<file path="config.mk">
export PLATFORM = sky130hd
export DESIGN_NAME = gf180mcu_fd_sc_mcu7t5v0__demux3_rr
export DESIGN_NICKNAME = d
export VERILOG_FILES = /design/src/rtl/gf180mcu_fd_sc_mcu7t5v0__demux3_rr.sv
export SDC_FILE = /design/constraint.sdc
export NUM_CORES = 1
export LEC_CHECK = 0
export ABC_CLOCK_PERIOD_IN_PS = 2700
export CAP_MARGIN = 20
export CELL_PAD_IN_SITES_DETAIL_PLACEMENT = 0
export CELL_PAD_IN_SITES_GLOBAL_PLACEMENT = 2
export CORE_MARGIN = 4
export CORE_UTILIZATION = 29
export DETAILED_ROUTE_END_ITERATION = 12
export GPL_TIMING_DRIVEN = 0
export PLACE_DENSITY = 0.87
export SYNTH_ARGS = -nofsm -noshare
export SYNTH_HDL_FRONTEND = slang
export SYNTH_SLANG_ARGS = --single-unit
</file>
<file path="constraint.sdc">
create_clock -name CLK -period 2.7 [get_ports CLK]
set_input_delay 0.81 -clock CLK [delete_from_list [all_inputs] [get_ports CLK]]
set_output_delay 0.81 -clock CLK [all_outputs]
set_load 0.02 [all_outputs]
</file>
<file path="src/rtl/gf180mcu_fd_sc_mcu7t5v0__demux3_rr.sv">
// gf180mcu_fd_sc_mcu7t5v0__demux3_rr
// One-input, three-output demultiplexer with a registered single-entry
// buffer per output channel (A, B, C). The target channel comes from SEL
// (addressed mode) or from a round-robin pointer (round-robin mode).
// SEL=3 in addressed mode is illegal. It is refused, and ERR pulses for one cycle.
// Optional feature: define GF180MCU_DEMUX3_XFER_CNT_EN to add the
// saturating 8-bit XFER_CNT output. It counts accepted input transfers.
module gf180mcu_fd_sc_mcu7t5v0__demux3_rr #(
    parameter int WIDTH = 8
) (
    input  logic             CLK,
    input  logic             RN,
    input  logic             I_VALID,
    output logic             I_READY,
    input  logic [WIDTH-1:0] I_DATA,
    input  logic             MODE,
    input  logic [1:0]       SEL,
    output logic             ZA_VALID,
    output logic             ZB_VALID,
    output logic             ZC_VALID,
    input  logic             ZA_READY,
    input  logic             ZB_READY,
    input  logic             ZC_READY,
    output logic [WIDTH-1:0] ZA_DATA,
    output logic [WIDTH-1:0] ZB_DATA,
    output logic [WIDTH-1:0] ZC_DATA,
`ifdef GF180MCU_DEMUX3_XFER_CNT_EN
    output logic [7:0]       XFER_CNT,
`endif
    output logic             ERR
);

    typedef enum logic [1:0] {
        RR_A = 2'd0,
        RR_B = 2'd1,
        RR_C = 2'd2
    } rr_state_t;

    rr_state_t        rr_state_r;
    rr_state_t        rr_next_s;
    logic [2:0]       valid_r;
    logic [WIDTH-1:0] data_a_r;
    logic [WIDTH-1:0] data_b_r;
    logic [WIDTH-1:0] data_c_r;
    logic             err_r;
    logic [2:0]       sink_ready_s;
    logic [1:0]       target_s;
    logic             illegal_s;
    logic             target_full_s;
    logic             target_sink_s;
    logic             xfer_s;
    logic [2:0]       load_s;
    logic [2:0]       drain_s;

    assign sink_ready_s = {ZC_READY, ZB_READY, ZA_READY};

    // Pick the target channel and decide whether the input word can be taken.
    always_comb begin
        target_s      = 2'd0;
        illegal_s     = 1'b0;
        target_full_s = 1'b0;
        target_sink_s = 1'b0;
        if (MODE) begin
            case (rr_state_r)
                RR_A:    target_s = 2'd0;
                RR_B:    target_s = 2'd1;
                RR_C:    target_s = 2'd2;
                default: target_s = 2'd0;
            endcase
        end else begin
            if (SEL == 2'd3) begin
                illegal_s = 1'b1;
            end else begin
                target_s = SEL;
            end
        end
        case (target_s)
            2'd0: begin
                target_full_s = valid_r[0];
                target_sink_s = sink_ready_s[0];
            end
            2'd1: begin
                target_full_s = valid_r[1];
                target_sink_s = sink_ready_s[1];
            end
            2'd2: begin
                target_full_s = valid_r[2];
                target_sink_s = sink_ready_s[2];
            end
            default: begin
                target_full_s = 1'b1;
                target_sink_s = 1'b0;
            end
        endcase
    end

    // Ready is gated by RN, so the input is refused while reset is held.
    assign I_READY = RN & ~illegal_s & (~target_full_s | target_sink_s);
    assign xfer_s  = I_VALID & I_READY;
    assign load_s  = xfer_s ? (3'b001 << target_s) : 3'b000;
    assign drain_s = valid_r & sink_ready_s;

    // Channel buffers. A load in the same cycle as a drain keeps the buffer full, so no bubble appears.
    always_ff @(posedge CLK or negedge RN) begin
        if (!RN) begin
            valid_r  <= 3'b000;
            data_a_r <= {WIDTH{1'b0}};
            data_b_r <= {WIDTH{1'b0}};
            data_c_r <= {WIDTH{1'b0}};
        end else begin
            valid_r <= load_s | (valid_r & ~drain_s);
            if (load_s[0]) begin
                data_a_r <= I_DATA;
            end
            if (load_s[1]) begin
                data_b_r <= I_DATA;
            end
            if (load_s[2]) begin
                data_c_r <= I_DATA;
            end
        end
    end

    // Round-robin pointer register.
    always_ff @(posedge CLK or negedge RN) begin
        if (!RN) begin
            rr_state_r <= RR_A;
        end else begin
            rr_state_r <= rr_next_s;
        end
    end

    // Round-robin next state: advance only on an accepted transfer in round-robin mode.
    always_comb begin
        rr_next_s = rr_state_r;
        if (xfer_s && MODE) begin
            case (rr_state_r)
                RR_A:    rr_next_s = RR_B;
                RR_B:    rr_next_s = RR_C;
                RR_C:    rr_next_s = RR_A;
                default: rr_next_s = RR_A;
            endcase
        end else begin
            rr_next_s = rr_state_r;
        end
    end

    // Error pulse for the cycle after each illegal addressed request.
    always_ff @(posedge CLK or negedge RN) begin
        if (!RN) begin
            err_r <= 1'b0;
        end else begin
            err_r <= I_VALID & illegal_s;
        end
    end

`ifdef GF180MCU_DEMUX3_XFER_CNT_EN
    logic [7:0] xfer_cnt_r;

    // Accepted-transfer counter. It saturates at 255 and is not changed by drains.
    always_ff @(posedge CLK or negedge RN) begin
        if (!RN) begin
            xfer_cnt_r <= 8'd0;
        end else if (xfer_s && (xfer_cnt_r != 8'd255)) begin
            xfer_cnt_r <= xfer_cnt_r + 8'd1;
        end
    end

    assign XFER_CNT = xfer_cnt_r;
`endif

    assign ZA_VALID = valid_r[0];
    assign ZB_VALID = valid_r[1];
    assign ZC_VALID = valid_r[2];
    assign ZA_DATA  = data_a_r;
    assign ZB_DATA  = data_b_r;
    assign ZC_DATA  = data_c_r;
    assign ERR      = err_r;

endmodule
</file>
==> results of run 1 <==
## kinds of logic (layout without fill, tap and decap cells)
family          Yosys count  after routing  share of synthesized area, %
flops                    30             30                          55.9
simple gates             27             27                          15.7
mux                      26             26                          22.6
compound gates            7              7                          4.85
buf+inv                   3             59                         0.839
## critical path, stage by stage
cell and delay (ns):
buf_6 0.10, or3b_4 0.39, a221oi_4 0.30, nor4_4 0.06
buf_4 0.16
## cell usage in the layout, fill, tap and decap left out
cell type | Yosys | layout
a21oi_4 | 0 | 1
clkdlybuf4s15_2 | 0 | 1
inv_1 | 3 | 3
nand3_4 | 2 | 2
dfrtp_1 | 30 | 30
nand3b_1 | 2 | 2
nand2b_4 | 0 | 2
nand3_1 | 3 | 3
a31o_2 | 1 | 1
o21ai_2 | 0 | 1
mux2_2 | 23 | 23
or3b_1 | 3 | 1
buf_4 | 0 | 4
mux2_4 | 3 | 3
nor3_1 | 1 | 1
nor3_4 | 1 | 1
and2b_2 | 1 | 1
or3b_4 | 0 | 2
a221oi_4 | 1 | 1
nor2b_1 | 2 | 2
clkbuf_1 | 0 | 2
buf_2 | 0 | 1
and4_1 | 1 | 1
clkdlybuf4s50_1 | 0 | 37
dlygate4sd2_1 | 0 | 2
a21o_1 | 1 | 1
nor2_1 | 1 | 1
o21ai_0 | 1 | 1
nand2_1 | 5 | 5
a211oi_2 | 0 | 1
buf_16 | 0 | 1
buf_6 | 0 | 3
clkbuf_8 | 0 | 5
nand2b_1 | 4 | 2
nor4_4 | 1 | 1
## through the flow
stage / area [um2] / hold WS, ns / power, mW / util [%] / TNS, ns
after floorplan: 1340 / 0.514 / 1.28 / - / 0
after global placement: 1860 / 0.484 / 1.74 / 42.1 / -34.90
after detailed placement: 1890 / 0.501 / 1.78 / 42.7 / -22.41
after CTS: 2010 / 0.349 / 2.13 / 45.5 / -0.0183
after global routing: 2020 / 0.354 / 2.22 / 45.7 / 0
final: 2020 / 0.353 / 2.10 / 45.7 / 0
## where the power goes
part	total [mW]	leakage, nW	switching (mW)	internal [mW]
sequential	0.781	0.366	0.129	0.652
clock	0.324	0.0383	0.147	0.177
combinational	0.990	0.461	0.448	0.542
## worst max path at each step
stage | slack [ns] | from | cells after the start | endpoint
after floorplan | 0.19 | SEL[1] | 3 | I_READY
after global placement | -1.99 | RN | 4 | I_READY
after detailed placement | -1.57 | RN | 5 | I_READY
after CTS | -0.02 | ZA_READY | 5 | I_READY
after global routing | 0.03 | SEL[0] | 5 | I_READY
final | 0.06 | ZA_READY | 5 | I_READY
## metal layers
metal  GRT usage (%)  vias up  part of all wire (%)
met5               0        -                     0
met4            5.52        0                  0.69
met3            4.37        4                   7.5
met2            17.6       34                    51
met1            14.1      494                    41
li1                -      447                     -
## cell type report
cell class	instances	area (um2)
Clock buffer	7	76.3
Fill cell	409	2390
Inverter	3	11.3
Multi-Input combinational cell	60	621
Sequential cell	30	751
Tap cell	52	65.1
Timing Repair Buffer	49	495
## sequential cells by signal (all words and copies together), names as in the netlist
name and count:
ERR 1, valid_r 3, ZB_DATA 8, rr_state_r 2, ZA_DATA 8, ZC_DATA 8
## timing repair
item                       4_1_cts  5_1_grt
setup endpoints to repair       30        1
pin swaps                        4        1
setup buffers                    2        1
gates resized for setup         37        4
==> tab_implementation.tex, run 1 <==
\begin{tabular}{lr}
\hline
Metric & Value \\
\hline
\multicolumn{2}{l}{\textbf{Run status}} \\
Result of the run & finished, final reports clean \\
\multicolumn{2}{l}{\textbf{Placed design}} \\
GPL Wtd Cong & 0.788 \\
Post-detailed-placement half-perimeter wirelength & 2320 um \\
Cell count after placement & 191 \\
Setup slack at placement & -1.57 ns \\
Buffers on Ports & 45 \\
\multicolumn{2}{l}{\textbf{Timing}} \\
Count of pins over their slew limit & 0 \\
Unrepaired setup endpoints after global routing & no \\
Final Hold Violating Endpoints & 0 \\
Time the worst path needs with I/O delays and setup & 2.64 ns \\
Final Skew & 0.00878 ns \\
Period utilisation layout & 97.8\% \\
Number of failing setup endpoints in the final timing report & 0 \\
Pin slew with the least headroom to its limit & 0.568 ns \\
Slew HR & 62.0\% \\
Setup slack of the critical path after layout & 0.0604 ns \\
Achievable clock frequency & 0.379 GHz \\
\multicolumn{2}{l}{\textbf{Cells and area}} \\
Signed area change from the synthesized netlist to the final layout & 50.4\% \\
Layout cells sized above 1 & 36.9\% \\
Final Net Count & 166 \\
Number of antenna diodes & 0 \\
Final Non-Filler Cells & 201 \\
\multicolumn{2}{l}{\textbf{Floorplan}} \\
Area inside the core boundary & 0.00441 mm2 \\
Die area & 0.00578 mm2 \\
Rows & 24 \\
Die height & 76.0 um \\
Initial core utilization & 30.4\% \\
Die span in x & 76.0 um \\
Top-level port count & 46 \\
\multicolumn{2}{l}{\textbf{Global route}} \\
GRT Total Usage & 11.5\% \\
Initial antenna violation count & 0 \\
Vias in the first global route & 1034 \\
Total global routing overflow & 0 \\
First-pass GRT wire length & 5340 um \\
Largest net degree at the start of global routing & 17 \\
\multicolumn{2}{l}{\textbf{Logic synthesis}} \\
Synth warn & 0 \\
Dominant cells by area after synthesis & dfrtp\_1, mux2\_2, mux2\_4, nand3\_4, a221oi\_4 \\
Gate Count Post-Synth & 93 \\
Synth Cell Area & 0.00134 mm2 \\
Post-synth EDFFs & 0 \\
Most common cell in the netlist & dfrtp\_1 \\
Number of different library cells in the post-synthesis netlist & 24 \\
Most used DFF post-synth & dfrtp\_1 \\
Share of synthesized flip-flops with an asynchronous set or reset & 100\% \\
Post-Syn Area per Cell & 14.4 um2 \\
Net Count, Synth & 110 \\
Commonest cells in the netlist & dfrtp\_1, mux2\_2, nand2\_1, nand2b\_1 \\
Number of storage elements in the synthesis netlist & 30 \\
Part of the Yosys area used for sequential elements & 55.9\% \\
Library cell with the largest summed area after synthesis & dfrtp\_1 \\
Yosys top cell area share & 55.9\% \\
\multicolumn{2}{l}{\textbf{Route}} \\
Mean number of vias per cell & 4.87 \\
Antenna Nets Post-Route & 0 \\
Detailed-route wire length & 3190 um \\
Residual DRC count & 0 \\
Drt wl/cell & 15.9 um \\
Detailed-routing iteration count for the pre-antenna-repair pass & 4 \\
Violation count after the first detailed-routing iteration & 22 \\
Total vias in the final route & 979 \\
\multicolumn{2}{l}{\textbf{Worst setup path}} \\
Kind of end point of the critical path & output pin \\
Data required time at the worst endpoint & 1.89 ns \\
Critical R2R Launch & rr\_state\_r[0] \\
Startpoint Class & input port \\
Endpoint of the most critical register-to-register path & ZB\_DATA[6] \\
Max FO, Critical Path & 3 \\
Critical path data arrival time & 1.83 ns \\
Reg2reg path depth & 6 \\
Register-to-register setup slack & 0.61 ns \\
Worst setup path category & input port to output pin \\
\multicolumn{2}{l}{\textbf{Power and ir drop}} \\
Leakage power of the design & 0.865 nW \\
Total power per unit cell area & 1040 mW/mm2 \\
Peak supply drop & 0.435 mV \\
\multicolumn{2}{l}{\textbf{Clocking}} \\
Clock tree from TritonCTS & done \\
Max Root-Sink Buffers & 2 \\
Number of buffers created by CTS & 5 \\
H-Tree Depth & 2 \\
Clock net sink count & 30 \\
Clock insertion delay at the later pin of the skew report & 0.27 ns \\
Clock root buffer & clkbuf\_8 \\
Count of hold buffers inserted by post-cts repair & 0 \\
CTS clk-pin slew, worst paths & 0.06 ns \\
\multicolumn{2}{l}{\textbf{Min path}} \\
Worst Hold Class & input port to async pin \\
\multicolumn{2}{l}{\textbf{Job}} \\
Number of max-cap violations & 0 \\
\hline
\end{tabular}
No activity file was read; power rests on OpenSTA's default activity.
==> run 2, diff against run 1 <==
--- a/config.mk
+++ b/config.mk
@@ -11,6 +11,7 @@
 export CELL_PAD_IN_SITES_GLOBAL_PLACEMENT = 2
 export CORE_MARGIN = 4
 export CORE_UTILIZATION = 29
+export CTS_BUF_LIST = sky130_fd_sc_hd__clkbuf_16
 export DETAILED_ROUTE_END_ITERATION = 12
 export GPL_TIMING_DRIVEN = 0
 export PLACE_DENSITY = 0.87
==> tab_implementation.tex, run 2 (synthesis gave the netlist of run 1 again) <==
\begin{tabular}{lr}
\hline
Metric & Value \\
\hline
\multicolumn{2}{l}{\textbf{Worst setup path}} \\
Kind of end point of the critical path & output pin \\
Data required time at the worst endpoint & 1.89 ns (about the same) \\
Max FO, Critical Path & 3 (unchanged) \\
Worst setup path category & input port to output pin \\
Startpoint Class & input port \\
Critical path data arrival time & 1.83 ns (about the same) \\
\multicolumn{2}{l}{\textbf{Route}} \\
Detailed-routing iteration count for the pre-antenna-repair pass & 4 (unchanged) \\
Antenna Nets Post-Route & 0 (unchanged) \\
Detailed-route wire length & 3200 um (+0.31\%) \\
Residual DRC count & 0 (unchanged) \\
Drt wl/cell & 15.9 um (+0.31\%) \\
Mean number of vias per cell & 4.87 (-0.10\%) \\
Violation count after the first detailed-routing iteration & 22 (unchanged) \\
Total vias in the final route & 978 (-0.10\%) \\
\multicolumn{2}{l}{\textbf{Cells and area}} \\
Signed area change from the synthesized netlist to the final layout & 54.6\% \\
Final Non-Filler Cells & 201 (unchanged) \\
Utilization of the core after routing & 47.0\% (+1.3 points) \\
Layout Cell Area excl Fill & 0.00208 mm2 (+2.8\%) \\
Final Net Count & 166 (unchanged) \\
Most common cell after layout, fill and taps aside & clkdlybuf4s50\_1 \\
Fillers & 404 (-1.2\%) \\
Footprint of the multi-input gates & 621 um2 (unchanged) \\
Layout cells sized above 1 & 36.9\% (unchanged) \\
Register cell area after layout & 751 um2 (unchanged) \\
Most frequent cells in the layout & clkdlybuf4s50\_1, dfrtp\_1, mux2\_2 \\
Number of antenna diodes & 0 (unchanged) \\
\multicolumn{2}{l}{\textbf{Timing}} \\
Pin slew with the least headroom to its limit & 0.568 ns (-0.0000913 ns) \\
Period utilisation layout & 97.7\% (about the same) \\
Time the worst path needs with I/O delays and setup & 2.64 ns (-0.00209 ns) \\
Slew HR & 62.0\% (about the same) \\
Number of failing setup endpoints in the final timing report & 0 (unchanged) \\
Achievable clock frequency & 0.379 GHz (about the same) \\
Final Hold Violating Endpoints & 0 (unchanged) \\
Count of pins over their slew limit & 0 (unchanged) \\
Unrepaired setup endpoints after global routing & no \\
Final Skew & 0.00659 ns (-0.00219 ns) \\
\multicolumn{2}{l}{\textbf{Floorplan}} \\
Top-level port count & 46 (unchanged) \\
Die height & 76.0 um (unchanged) \\
Area inside the core boundary & 0.00441 mm2 (unchanged) \\
Die span in x & 76.0 um (unchanged) \\
Die area & 0.00578 mm2 (unchanged) \\
Rows & 24 (unchanged) \\
Initial core utilization & 30.4\% (unchanged) \\
\multicolumn{2}{l}{\textbf{Run status}} \\
Result of the run & finished, final reports clean \\
\multicolumn{2}{l}{\textbf{Clocking}} \\
H-Tree Depth & 2 (unchanged) \\
Clock net sink count & 30 (unchanged) \\
Max Root-Sink Buffers & 2 (unchanged) \\
Clock root buffer & clkbuf\_16 \\
Number of buffers created by CTS & 5 (unchanged) \\
Count of hold buffers inserted by post-cts repair & 0 (unchanged) \\
Clock tree from TritonCTS & done \\
Clock insertion delay at the later pin of the skew report & 0.27 ns (about the same) \\
CTS clk-pin slew, worst paths & 0.05 ns (about the same) \\
\multicolumn{2}{l}{\textbf{Power and ir drop}} \\
Clk network pwr share & 21.8\% (+6.3 points) \\
Fraction of power consumed by combinational cells & 43.7\% (-3.5 points) \\
Relative contribution of sequential cells to total power & 34.6\% (-2.7 points) \\
Leakage power of the design & 0.899 nW (+3.9\%) \\
Total power consumption of the routed design & 2.27 mW (+8.1\%) \\
Internal power consumption & 1.52 mW (+11\%) \\
Total power per unit cell area & 1090 mW/mm2 (+5.2\%) \\
Switching part of the total & 32.8\% (-1.7 points) \\
Net switching power of the design & 0.743 mW (+2.7\%) \\
Peak supply drop & 0.390 mV (-10\%) \\
\multicolumn{2}{l}{\textbf{Placed design}} \\
Buffers on Ports & 45 (unchanged) \\
Post-detailed-placement half-perimeter wirelength & 2320 um (unchanged) \\
Cell count after placement & 191 (unchanged) \\
GPL Wtd Cong & 0.788 (unchanged) \\
Placed cell areas & 0.00189 mm2 (unchanged) \\
\multicolumn{2}{l}{\textbf{Global route}} \\
First-pass GRT wire length & 5400 um (+1.0\%) \\
Total global routing overflow & 0 (unchanged) \\
Grt met1 use & 14.0\% (-0.086 points) \\
Met2 demand-to-capacity share in global routing & 17.8\% (+0.26 points) \\
Initial antenna violation count & 0 (unchanged) \\
Busiest grt layer & met2 \\
Largest net degree at the start of global routing & 17 (unchanged) \\
Met3 Usage GRT & 5.44\% (+1.1 points) \\
GRT Total Usage & 11.7\% (+0.27 points) \\
Vias in the first global route & 1038 (+0.39\%) \\
\multicolumn{2}{l}{\textbf{Min path}} \\
Worst Hold Class & input port to async pin \\
\multicolumn{2}{l}{\textbf{Job}} \\
Number of max-cap violations & 0 (unchanged) \\
\hline
\end{tabular}
[run 2: changes by cell type in the layout (fill, tap and decap cells not counted)]
cell | before | now
clkbuf_16 | 0 | 5
clkbuf_8 | 5 | 0
inv_1 | 3 | 5
clkbuf_1 | 2 | 0
[run 2: what timing repair did]
| action | in CTS | in global routing |
|---|---|---|
| buffers inserted | 2 | 1 |
| resized for setup | 37 | 4 |
| endpoints found under the setup margin | 30 | 1 |
| pin swaps | 4 | 1 |
[run 2: worst paths after layout]
path / from / end / slack [ns] / cells after the start
setup / recovery: ZA_READY / I_READY / 0.06 / 5
hold / removal: RN / valid_r[1] / 0.36 / 1
setup reg to reg: rr_state_r[0] / ZB_DATA[0] / 0.63 / 6
hold reg to reg: ZB_DATA[4] / ZB_DATA[4] / 0.50 / 1
max in group asynchronous: RN / ZC_DATA[7] / 2.01 / 2
min in group CLK: ZB_DATA[4] / ZB_DATA[4] / 0.50 / 1
[run 2: power groups by stage]
stage          registers, mW  clock network (mW)  logic (mW)
2_1_floorplan           1.00                   0       0.273
6_report               0.783               0.493       0.990
4_1_cts                0.785               0.513        1.00
5_1_grt                0.818               0.534        1.05
3_3_place_gp           0.771                   0       0.968
3_5_place_dp           0.786                   0       0.990
[run 2: final cells by class]
class / count / share of cell area (%)
inverters: 3 / 0.542
flip-flops and latches: 30 / 36.2
repair buffers: 49 / 23.9
clock inverters: 2 / 0.362
clock buffers: 5 / 6.03
well taps: 52 / 3.13
multi-input cells: 60 / 29.9
[run 2: critical path: stages]
cell and delay (ns):
buf_6 0.10, or3b_4 0.39, a221oi_4 0.30, nor4_4 0.06, buf_4 0.16
[run 2: layer usage]
layer | up-vias | part of all wire [%]
met5 | - | 0
met3 | 2 | 7.1
li1 | 451 | -
met1 | 493 | 40
met4 | 0 | 0.38
met2 | 32 | 53
[run 2: stage by stage]
stage	hold slack, ns	TNS (ns)	setup slack, ns
4_1_cts	0.360	-0.0183	-0.0183
3_3_place_gp	0.484	-34.90	-1.99
6_report	0.362	0	0.0625
5_1_grt	0.365	0	0.0332
2_1_floorplan	0.514	0	0.191
3_5_place_dp	0.501	-22.41	-1.57
==> run 3, diff against run 2 <==
--- a/config.mk
+++ b/config.mk
@@ -6,7 +6,6 @@
 export NUM_CORES = 1
 export LEC_CHECK = 0
 export ABC_CLOCK_PERIOD_IN_PS = 2700
-export CAP_MARGIN = 20
 export CELL_PAD_IN_SITES_DETAIL_PLACEMENT = 0
 export CELL_PAD_IN_SITES_GLOBAL_PLACEMENT = 2
 export CORE_MARGIN = 4
==> tab_implementation.tex, run 3 (synthesis gave the netlist of run 1 again) <==
\begin{tabular}{lr}
\hline
Metric & Value \\
\hline
\multicolumn{2}{l}{\textbf{Placed design}} \\
Cell count after placement & 190 (-0.52\%) \\
GPL Wtd Cong & 0.788 (unchanged) \\
Buffers on Ports & 45 (unchanged) \\
\multicolumn{2}{l}{\textbf{Floorplan}} \\
Initial core utilization & 30.4\% (unchanged) \\
Rows & 24 (unchanged) \\
Die span in x & 76.0 um (unchanged) \\
Die area & 0.00578 mm2 (unchanged) \\
Area inside the core boundary & 0.00441 mm2 (unchanged) \\
Top-level port count & 46 (unchanged) \\
Die height & 76.0 um (unchanged) \\
\multicolumn{2}{l}{\textbf{Worst setup path}} \\
Kind of end point of the critical path & output pin \\
Data required time at the worst endpoint & 1.89 ns (about the same) \\
Startpoint Class & input port \\
Max FO, Critical Path & 3 (unchanged) \\
Critical path data arrival time & 1.89 ns (+0.06 ns) \\
Worst setup path category & input port to output pin \\
\multicolumn{2}{l}{\textbf{Global route}} \\
First-pass GRT wire length & 5430 um (+0.65\%) \\
Busiest grt layer & met2 \\
Vias in the first global route & 1033 (-0.48\%) \\
GRT Total Usage & 11.8\% (+0.044 points) \\
Met2 demand-to-capacity share in global routing & 19.2\% (+1.4 points) \\
Total global routing overflow & 0 (unchanged) \\
Grt met1 use & 14.2\% (+0.20 points) \\
Met3 Usage GRT & 3.90\% (-1.5 points) \\
Largest net degree at the start of global routing & 32 (+15) \\
Initial antenna violation count & 0 (unchanged) \\
\multicolumn{2}{l}{\textbf{Timing}} \\
Number of failing setup endpoints in the final timing report & 1 (+1) \\
Achievable clock frequency & 0.370 GHz (-2.3\%) \\
Setup slack of the critical path after layout & -0.000219 ns (-0.0627 ns) \\
Count of pins over their slew limit & 0 (unchanged) \\
Unrepaired setup endpoints after global routing & yes \\
Pin slew with the least headroom to its limit & 0.559 ns (-0.00875 ns) \\
Period utilisation layout & 100\% (+2.3 points) \\
Final Hold Violating Endpoints & 0 (unchanged) \\
Slew HR & 62.6\% (+0.59 points) \\
Time the worst path needs with I/O delays and setup & 2.70 ns (+0.0627 ns) \\
Final Skew & 0.00680 ns (+0.000214 ns) \\
Total Negative Setup Slacks & -0.000219 ns (-0.000219 ns) \\
\multicolumn{2}{l}{\textbf{Clocking}} \\
Clock insertion delay at the later pin of the skew report & 0.27 ns (about the same) \\
Count of hold buffers inserted by post-cts repair & 0 (unchanged) \\
Clock net sink count & 30 (unchanged) \\
CTS clk-pin slew, worst paths & 0.05 ns (about the same) \\
Number of buffers created by CTS & 5 (unchanged) \\
Max Root-Sink Buffers & 2 (unchanged) \\
Clock root buffer & clkbuf\_16 \\
Clock tree from TritonCTS & done \\
H-Tree Depth & 2 (unchanged) \\
\multicolumn{2}{l}{\textbf{Cells and area}} \\
Final Non-Filler Cells & 201 (unchanged) \\
Final Net Count & 166 (unchanged) \\
Number of antenna diodes & 0 (unchanged) \\
Most common cell after layout, fill and taps aside & clkdlybuf4s50\_1 \\
Fillers & 403 (-0.25\%) \\
Layout cells sized above 1 & 36.2\% (-0.67 points) \\
Signed area change from the synthesized netlist to the final layout & 52.8\% \\
Most frequent cells in the layout & clkdlybuf4s50\_1, dfrtp\_1, mux2\_2 \\
\multicolumn{2}{l}{\textbf{Power and ir drop}} \\
Leakage power of the design & 0.891 nW (-0.94\%) \\
Total power per unit cell area & 1100 mW/mm2 (+0.85\%) \\
Peak supply drop & 0.520 mV (+33\%) \\
\multicolumn{2}{l}{\textbf{Route}} \\
Total vias in the final route & 976 (-0.20\%) \\
Mean number of vias per cell & 4.86 (-0.20\%) \\
Drt wl/cell & 15.8 um (-0.84\%) \\
Residual DRC count & 0 (unchanged) \\
Violation count after the first detailed-routing iteration & 52 (+140\%) \\
Detailed-routing iteration count for the pre-antenna-repair pass & 4 (unchanged) \\
Antenna Nets Post-Route & 0 (unchanged) \\
Detailed-route wire length & 3170 um (-0.84\%) \\
\multicolumn{2}{l}{\textbf{Run status}} \\
Violated checks & negative setup slack \\
Result of the run & complete, but fails checks \\
\multicolumn{2}{l}{\textbf{Min path}} \\
Worst Hold Class & input port to async pin \\
\multicolumn{2}{l}{\textbf{Job}} \\
Number of max-cap violations & 0 (unchanged) \\
\hline
\end{tabular}
[run 3: cell counts in the layout (fill, tap and decap cells not counted)]
Identical to the previous run, type by type.
[run 3: area by class of cell]
cell class	instances	area (um2)	area share [%]
clock inverters	2	7.51	0.366
repair buffers	49	475	23.2
multi-input cells	60	617	30.1
well taps	52	65.1	3.17
flip-flops and latches	30	751	36.6
inverters	3	11.3	0.549
clock buffers	5	125	6.10
[run 3: where the power goes]
part           switching [mW]  internal (mW)
combinational           0.446          0.540
sequential              0.130          0.654
clock                   0.163          0.327
total                   0.739           1.52
[run 3: timing repair]
| item | CTS | global route |
|---|---|---|
| buffers inserted | 3 | 1 |
| endpoints found under the setup margin | 30 | 1 |
| endpoints found under the hold margin | 0 | 0 |
| cloned | 0 | 0 |
| gates resized for setup | 39 | 1 |
| pin swaps | 4 | 2 |
[run 3: metrics by stage]
stage               total power [mW]  area (um2)  util [%]  setup slack [ns]  hold WS [ns]
floorplan                       1.28        1340         -             0.191         0.514
global placement                1.74        1860      42.1             -1.99         0.484
detailed placement              1.77        1860      42.1             -2.10         0.496
CTS                             2.30        2040      46.2            0.0109         0.474
global route                    2.39        2050      46.5           -0.0265         0.425
finish                          2.26        2050      46.5         -0.000219         0.409
[run 3: worst max-delay path, stage by stage]
cell and delay [ns]:
buf_6 0.10, or3b_4 0.39, a221oi_4 0.33, nor4_4 0.09, buf_4 0.17
[run 3: path summary, 6_finish.rpt]
path	startpoint	to	slack (ns)	cells past startpoint
setup / recovery	ZA_READY	I_READY	-0.0002	5
hold / removal	RN	valid_r[1]	0.41	1
setup reg to reg	rr_state_r[0]	ZB_DATA[0]	0.49	7
hold reg to reg	ZC_DATA[6]	ZC_DATA[6]	0.50	1
max in group asynchronous	RN	ZA_DATA[5]	2.06	1
min in group CLK	ZC_DATA[6]	ZC_DATA[6]	0.50	1
[run 3: routing by layer]
layer	share of wire, %	vias to the layer above
met2	50	36
met5	0	-
met3	6.5	7
met4	1.6	0
met1	41	481
li1	-	452
